[src/rtl/seq_detect_param.sv]
// Parametrised serial sequence detector: KMP prefix-state tracker with overlap / non-overlap
// restart, Mealy or Moore match flag, and a saturating match counter.
module seq_detect_param #(
  parameter int unsigned       PAT_W   = 4,
  parameter logic [PAT_W-1:0]  PATTERN = 4'b1101,
  parameter bit                OVERLAP = 1'b1,
  parameter bit                MEALY   = 1'b1,
  parameter int unsigned       CNT_W   = 8
) (
  input  logic                         cp,
  input  logic                         rd,
  input  logic                         en,
  input  logic                         x,
  input  logic                         clr,
  output logic                         z,
  output logic [$clog2(PAT_W+1)-1:0]   st,
  output logic [CNT_W-1:0]             match_cnt
);

  localparam int unsigned      StW    = $clog2(PAT_W + 1);
  localparam int unsigned      TblN   = 1 << StW;
  localparam logic [StW-1:0]   LastSt = StW'(PAT_W - 1);
  localparam logic [CNT_W-1:0] CntMax = '1;

  // Longest k < PAT_W such that the first k pattern bits equal the last k bits of
  // (first s pattern bits, b). On a full match this yields the longest proper border.
  function automatic int unsigned kmp_next(int unsigned s, bit b);
    int unsigned best;
    int unsigned pos;
    bit          ok;
    bit          sb;
    best = 0;
    for (int unsigned k = 1; k <= s + 1; k++) begin
      if (k < PAT_W) begin
        ok = 1'b1;
        for (int unsigned i = 0; i < k; i++) begin
          pos = s + 1 - k + i;
          sb  = (pos == s) ? b : PATTERN[PAT_W - 1 - pos];
          if (sb != PATTERN[PAT_W - 1 - i]) ok = 1'b0;
        end
        if (ok) best = k;
      end
    end
    return best;
  endfunction

  logic [TblN-1:0][StW-1:0] nxt0;
  logic [TblN-1:0][StW-1:0] nxt1;

  for (genvar g = 0; g < TblN; g++) begin : g_nxt
    if (g < PAT_W) begin : g_live
      localparam int unsigned N0 = kmp_next(g, 1'b0);
      localparam int unsigned N1 = kmp_next(g, 1'b1);
      assign nxt0[g] = StW'(N0);
      assign nxt1[g] = StW'(N1);
    end else begin : g_pad
      assign nxt0[g] = '0;
      assign nxt1[g] = '0;
    end
  end

  logic [StW-1:0]   st_q, st_d;
  logic [CNT_W-1:0] cnt_q, cnt_d;
  logic             z_q, z_d;
  logic             hit;

  always_comb begin
    hit   = (st_q == LastSt) && (x == PATTERN[0]);
    st_d  = st_q;
    cnt_d = cnt_q;
    z_d   = z_q;
    if (rd) begin
      st_d  = '0;
      cnt_d = '0;
      z_d   = 1'b0;
    end else begin
      z_d = en & hit;
      if (en) begin
        if (hit && !OVERLAP) begin
          st_d = '0;
        end else begin
          st_d = x ? nxt1[st_q] : nxt0[st_q];
        end
      end
      // clr acts regardless of en and beats a same-edge increment
      if (clr) begin
        cnt_d = '0;
      end else if (en && hit && (cnt_q != CntMax)) begin
        cnt_d = cnt_q + 1'b1;
      end
    end
  end

  always_ff @(posedge cp) begin
    st_q  <= st_d;
    cnt_q <= cnt_d;
    z_q   <= z_d;
  end

  assign z         = MEALY ? (en & ~rd & hit) : (z_q & ~rd);
  assign st        = st_q;
  assign match_cnt = cnt_q;

endmodule

[config.mk]
export PLATFORM = sky130hd
export DESIGN_NAME = seq_detect_param
export DESIGN_NICKNAME = d
export VERILOG_FILES = /design/src/rtl/seq_detect_param.sv
export SDC_FILE = /design/constraint.sdc
export NUM_CORES = 1
export LEC_CHECK = 0
export CAP_MARGIN = 20
export CORE_UTILIZATION = 43
export CTS_BUF_LIST = sky130_fd_sc_hd__clkbuf_8
export DETAILED_ROUTE_END_ITERATION = 8
export PLACE_DENSITY = 0.78
export SLEW_MARGIN = 10
export SYNTH_ARGS = -nofsm -noshare
export SYNTH_HDL_FRONTEND = slang
export SYNTH_SLANG_ARGS = --single-unit
export TNS_END_PERCENT = 10
[constraint.sdc]
create_clock -name cp -period 1.3 [get_ports cp]
set_input_delay 0.26 -clock cp [delete_from_list [all_inputs] [get_ports cp]]
set_output_delay 0.26 -clock cp [all_outputs]
set_load 0.02 [all_outputs]
After elaboration in Yosys (flattened, before gate mapping)
Memories as Yosys holds them, arrays and structs flattened. A register that Yosys moved wholly into a read port is not among the register bits. Index checks and enable logic that the tools add are counted. W data, S select, Z words.

$add $sub $neg: 1. Order comparisons: 1. Equality and inequality tests: 2. Multiplexer cells: 7. Bitwise gates (word level): 3. Reduce and logical (&&, ||, !) cells: 4.

Operator list (count): $mux W3 (7); $add A8 B1 Y8 const B (1); $ne A8 B8 Y1 const B (1); $lt A3 B4 Y1 const B (1); $eq A3 B2 Y1 const B (1); $logic_and A1 B1 Y1 (3); $and A1 B1 Y1 (2); $reduce_or A2 Y1 (1); $not A1 Y1 (1).

Register bits: 11. Memory bits (read-only): 48. Output and inout bits: 12. Word-level logic and storage cells: 22. Memories kept: 2.

Memory list: (no name shown) (words 8, bits a word 3, rd ports 1, clocked after memory_dff 1, write ports 0, RTL line 82) `st_d = x ? nxt1[st_q] : nxt0[st_q];`; (no name shown) (words 8, bits a word 3, rd ports 1, clocked after memory_dff 1, write ports 0, RTL line 82).

Longest topological paths before layout
Gate-level depths: netlist of the first run.

Depth in word-level cells: 5. Depth in mapped cells: 6. Mapped depth without buffers: 6.

Worst setup path before layout of the first run
Ideal clock, no wire load.

Path type: register -> register. From: register cnt_q[0], in the netlist match_cnt[0]. To: register cnt_q[4], in the netlist match_cnt[4]. Arrival: 1.437 ns. Data required time: 1.185 ns. Slack: -0.252 ns. Stages on the path, launching flop included: 6. Buffers on the path: 0. Period minus slack after synthesis: 1.552 ns. Path through: dfxtp_1 -> ha_1 -> nand2_1 -> a2111oi_0 -> xnor2_1 -> nor2_1.

Word-level cells in the longest chain between the ends: 2.

RTL lines: start: declaration (RTL line 63) `logic [CNT_W-1:0] cnt_q, cnt_d;`; start signal: assignment (RTL line 96) `cnt_q <= cnt_d;`; branches (longest 2 deep; another with $add A8 B1 Y8).

Parallel ways; which one is timed is not known. A chain may end at the register's enable or synchronous reset.

Final worst setup path of the first run
From: register cnt_q[0], in the netlist match_cnt[0]. To: register cnt_q[5], in the netlist match_cnt[5].

Same word-level chain as after synthesis.

==> results by group, run 1 <==
Clocking
  • Maximum clock path buffer count: 2
  • Reg clk slew, reported paths: 60 ps
  • Cts bufs inserted: 3
  • CTS tree: yes
  • Clock sink count: 13
  • CTS root buffer: clkbuf_8
  • H-tree depth: 1
  • Hold_buf cts: 0
  • Worst-skew pair later-pin latency: 240 ps

Worst setup path
  • Crit path from: match_cnt[0]
  • Reg2reg path depth: 5
  • WP data arrival: 1530 ps
  • Reg2Reg Launch Point: match_cnt[0]
  • Worst Path Max Fanout: 4
  • Crit path launch type: flop
  • R2R setup slack: -40 ps
  • Critical path class: flop to flop
  • Required time worst endpoint: 1490 ps
  • Crit. End Element: flop
  • Reg2reg end: match_cnt[5]

Power
  • PD cells: 867 nW/um2
  • Worst vdd ir: 0.728 mV
  • Leak pwr: 0.427 nW
  • Total Power: 0.875 mW

Synth
  • Seq cells post-synth: 13
  • Mapped Avg Cell Area: 8.79 um2
  • Mapped Cells: 69
  • Syn nets: 76
  • Seq/Total Area, Yosys: 42.9%
  • Mapped cell area: 607 um2
  • Distinct cells, synth: 32
  • Synth warn: 0

Run status
  • Failing checks: setup timing
  • Status: finished with violations

Route
  • Vias per cell: 5.23
  • Vias: 617
  • Residual DRC: 0
  • WL per Instance: 12.7 um
  • Antenna-violating nets left: 0
  • Post-Route WL: 1.49 mm
  • Pre-Repair DR Iteration Count: 4
  • 1st-iter DRT viols: 7

Global routing
  • First-pass GRT wire length: 2.30 mm
  • Number of global-route vias before repair: 526
  • Largest net degree at the start of global routing: 9
  • Initial antenna violation count: 0
  • Grt total ovfl: 0
  • GRT Overall Usage: 23.3%

Job
  • Max_cap viols: 0

Floorplanning
  • I/O pins: 17
  • Row count: 13
  • Die footprint: 1570 um2
  • Die Ht: 39.6 um
  • Core area: 1300 um2
  • Starting Density: 46.6%
  • Die width: 39.6 um

Timing
  • Period minus WS final: 1340 ps
  • Tcrit/Tclk final: 103%
  • Fin worst setup slack: -42.9 ps
  • Setup Viol. Count Final: 1
  • Unrepaired setup endpoints after global routing: true
  • Final hold vios: 0
  • Fmax: 745 MHz
  • TNS Setup: -42.9 ps
  • Skew final: 5.60 ps
  • Max-slew violation count: 0

Finish
  • Fin util: 77.5%
  • NumNets Final: 111
  • Layout filler cell count: 84
  • P&R area growth vs syn: 66.2%
  • Antenna cells: 0
  • Share of post-route cells with drive strength above 1: 41.7%

Hold path
  • Worst hold endpoint: st[1]
  • Worst hold start: en
  • Min-Delay Path Class: input port to flop
  • WHS Path Cells: 3

Placed design
  • Final Wtd Congestion: 0.764
  • Post-DP HPWL: 975 um
  • I/O Buffers: 15
## cell families after synthesis
family / count (synthesis) / share of synthesized area, %
mux: 1 / 1.65
xor+xnor: 2 / 2.89
flops: 13 / 42.9
compound gates: 13 / 14.8
simple gates: 31 / 28.0
other cells: 1 / 0.618
buf+inv: 6 / 4.95
fa+ha+maj: 2 / 4.12
## power by group
part | switching [mW] | internal, mW
logic | 0.0481 | 0.0536
registers | 0.00910 | 0.409
clock network | 0.146 | 0.208
## placed cells by master (no fill, tap or decap), drive strengths merged, types with 3 or more instances in the layout
cell type	netlist	final
a21oi	3	3
dfxtp	13	13
dlygate4sd2	0	7
clkdlybuf4s15	0	3
nor3	5	5
buf	1	18
nor2	9	9
clkbuf	1	5
nand2	4	4
inv	4	5
a211oi	4	4
## what timing repair did
item | 4_1_cts | 5_1_grt
setup endpoints to repair | 21 | 15
buffers inserted | 2 | 1
gates resized for setup | 23 | 18
pin swaps | 3 | 4
## synthesized netlist by cell type
cell type	number	share of area [%]
dfxtp_1	13	43
nor2_1	9	5.6
nor3_1	5	4.1
a211oi_1	4	4.9
inv_1	4	2.5
nand2_1	4	2.5
a21oi_1	3	2.5
ha_1	2	4.1
nand3_1	2	1.6
a2111oi_0	1	1.4
a31oi_1	1	1.0
and2_1	1	1.0
and3_1	1	1.0
and4_1	1	1.4
and4_2	1	1.6
buf_4	1	1.2
clkbuf_4	1	1.2
conb_1	1	0.62
mux2i_1	1	1.6
nand4_1	1	1.0
nand4_2	1	2.1
nor2b_1	1	1.0
nor4bb_1	1	1.6
o21a_1	1	1.2
o21ai_0	1	0.82
o21ba_2	1	1.6
o31ai_1	1	1.2
or2_1	1	1.0
or2_2	1	1.0
or4_1	1	1.2
xnor2_1	1	1.4
xor2_1	1	1.4
## critical path, cell delays in order (launching register included)
cell,delay (ps)
dfxtp_4,360
ha_4,170
nand3_2,80
nor2_1,60
or4_1,480
a21oi_2,140
## stage by stage
stage	setup slack (ps)	cell area, um2	cells	hold WS, ps
after CTS	-62.5	967	117	522
final	-42.9	1010	118	532
after global routing	-89.0	1010	118	553
after global placement	-552	895	111	507
after floorplan	-63.3	636	69	323
after detailed placement	-567	895	111	509
## metal layers
metal	wire length [um]	track usage, %
met1	710	28.4
met2	703	36.1
met3	44	5.11
met4	34	15.5
met5	0	0
## area by class of cell
| cell class | count | area, um2 | share of cell area, % |
|---|---|---|---|
| multi-input combinational | 50 | 388 | 38.5 |
| timing repair buffer | 32 | 262 | 25.9 |
| inverter | 4 | 15.0 | 1.49 |
| clock inverter | 1 | 3.75 | 0.372 |
| tap | 15 | 18.8 | 1.86 |
| sequential | 13 | 280 | 27.8 |
| clock buffer | 3 | 41.3 | 4.09 |
## how the worst max path moves through the flow
stage | end | cells past startpoint
finish | match_cnt[5] | 5
global route | match_cnt[5] | 5
CTS | match_cnt[1] | 5
detailed placement | flop | 8
global placement | z | 4
floorplan | match_cnt[1] | 4
Note: power is estimated with default switching activity, not from simulation.
==> inputs of run 2 (changes only) <==
--- a/config.mk
+++ b/config.mk
@@ -8,6 +8,7 @@
 export CAP_MARGIN = 20
 export CORE_UTILIZATION = 43
 export CTS_BUF_LIST = sky130_fd_sc_hd__clkbuf_8
+export CTS_CLUSTER_DIAMETER = 100
 export DETAILED_ROUTE_END_ITERATION = 8
 export PLACE_DENSITY = 0.78
 export SLEW_MARGIN = 10
==> results of run 2 <==
The final DEF is identical to that of run 1; final timing and power are the same.
==> inputs of run 3 (changes only) <==
--- a/config.mk
+++ b/config.mk
@@ -15,4 +15,3 @@
 export SYNTH_ARGS = -nofsm -noshare
 export SYNTH_HDL_FRONTEND = slang
 export SYNTH_SLANG_ARGS = --single-unit
-export TNS_END_PERCENT = 10
==> run 3 against run 2 <==
Against the previous run: the flow still finishes with violations (setup timing); non-clock buffer count is 1 lower; register-to-register slack barely moved; via count grew 7.8%; maximum frequency fell by 0.12%; die area unchanged; critical endpoint unchanged; sequential share of layout area decreased by 1.1 points; sequential power hardly changed; worst setup slack lost 1.6 ps; clock-buffer cell count did not move; global-route usage is 0.56 points higher; first-iteration DRC count grew 71%; largest power group unchanged; critical path depth is the same; highest routed layer unchanged.
==> results by group, run 3 (synthesis gave the netlist of run 1 again) <==
Hold path
  • Min-Delay Path Class: flop to flop

Timing
  • Hold_ws: 508 ps (-24.6 ps)
  • Fmax: 744 MHz (-0.12%)
  • Max-slew violation count: 0 (unchanged)
  • Fin worst setup slack: -44.6 ps (-1.64 ps)
  • TNS Setup: -44.6 ps (-1.64 ps)
  • Tcrit/Tclk final: 103% (+0.13 points)
  • Skew final: 6.11 ps (+0.509 ps)
  • Unrepaired setup endpoints after global routing: true
  • Period minus WS final: 1340 ps (+1.64 ps)
  • Setup Viol. Count Final: 1 (unchanged)
  • Final hold vios: 0 (unchanged)

Floorplanning
  • Core area: 1300 um2 (unchanged)
  • Starting Density: 46.6% (unchanged)
  • I/O pins: 17 (unchanged)
  • Row count: 13 (unchanged)
  • Die footprint: 1570 um2 (unchanged)
  • Die Ht: 39.6 um (unchanged)
  • Die width: 39.6 um (unchanged)

Global routing
  • Grt total ovfl: 0 (unchanged)
  • First-pass GRT wire length: 2.35 mm (+1.8%)
  • Number of global-route vias before repair: 556 (+5.7%)
  • Initial antenna violation count: 0 (unchanged)
  • GRT Overall Usage: 23.9% (+0.56 points)
  • Largest net degree at the start of global routing: 9 (unchanged)

Worst setup path
  • Worst Path Max Fanout: 4 (unchanged)
  • Crit. End Element: flop
  • Critical path class: flop to flop
  • WP data arrival: 1530 ps (about the same)
  • Required time worst endpoint: 1480 ps (about the same)
  • Crit path launch type: flop

Clocking
  • CTS tree: yes
  • Hold_buf cts: 0 (unchanged)
  • Maximum clock path buffer count: 2 (unchanged)
  • Cts bufs inserted: 3 (unchanged)
  • Reg clk slew, reported paths: 60 ps (about the same)
  • H-tree depth: 1 (unchanged)
  • Worst-skew pair later-pin latency: 250 ps (about the same)
  • Clock sink count: 13 (unchanged)
  • CTS root buffer: clkbuf_8

Finish
  • P&R area growth vs syn: 74.0%
  • Most frequent cells in the layout: buf_4, dlygate4sd2_1, nor2_1
  • Antenna cells: 0 (unchanged)
  • Commonest non-fill, non-tap cell in the layout: buf_4
  • Share of post-route cells with drive strength above 1: 47.1% (+5.3 points)
  • NumNets Final: 110 (-0.90%)
  • Finished Layout Cells: 117 (-0.85%)

Run status
  • Failing checks: setup timing
  • Status: finished with violations

Placed design
  • Final Wtd Congestion: 0.727 (-5.0%)
  • I/O Buffers: 15 (unchanged)
  • Placed Cells: 112 (+0.90%)
  • Post-DP HPWL: 1.08 mm (+11%)
  • Dpl ws: -557 ps (+10.2 ps)

Route
  • Residual DRC: 0 (unchanged)
  • Vias: 665 (+7.8%)
  • Pre-Repair DR Iteration Count: 4 (unchanged)
  • WL per Instance: 14.8 um (+17%)
  • Antenna-violating nets left: 0 (unchanged)
  • Vias per cell: 5.68 (+8.7%)
  • Post-Route WL: 1.73 mm (+16%)
  • 1st-iter DRT viols: 12 (+5)

Power
  • PD cells: 853 nW/um2 (-1.6%)
  • Worst vdd ir: 0.655 mV (-10%)
  • Total Power: 0.901 mW (+3.0%)
  • Leak pwr: 0.449 nW (+5.2%)

Job
  • Max_cap viols: 0 (unchanged)
-- run 3: final timing paths --
check | from | slack (ps) | cells after the start | end
worst max-delay path | match_cnt[1] | -40 | 5 | match_cnt[5]
worst min-delay path | match_cnt[5] | 510 | 2 | match_cnt[5]
worst max register to register | match_cnt[1] | -40 | 5 | match_cnt[5]
worst min register to register | match_cnt[5] | 510 | 2 | match_cnt[5]
-- run 3: report_power, final --
part,switching [mW],internal (mW)
Combinational,0.0537,0.0500
Sequential,0.0103,0.411
Clock,0.167,0.209
-- run 3: layout make-up --
cell class / count / area [um2]
Clock buffer: 3 / 41.3
Clock inverter: 1 / 3.75
Fill cell: 89 / 245
Inverter: 4 / 15.0
Multi-Input combinational cell: 50 / 443
Sequential cell: 13 / 282
Tap cell: 15 / 18.8
Timing Repair Buffer: 31 / 253
-- run 3: layer usage --
layer,part of all wire [%],track usage (%)
met2,51,41.0
met5,0,0
met1,40,26.9
met3,5.1,5.11
met4,3.6,12.9
-- run 3: what timing repair did --
item,in CTS,in global routing
setup endpoints to repair,23,12
gates resized for setup,24,23
buffers inserted,0,1
pin swaps,5,10
endpoints found under the hold margin,0,0
-- run 3: critical path, stage by stage (launching register included) --
cell and delay (ps):
dfxtp_4 370, ha_4 170, nand3_4 70, nor2_2 60, or4_1 460, a21oi_1 140
-- run 3: through the flow --
stage          instance area [um2]  util (%)
6_report                      1060      81.2
5_1_grt                       1060      81.2
4_1_cts                        955      73.4
3_5_place_dp                   905      69.5
3_3_place_gp                   905      69.5
2_1_floorplan                  638         -
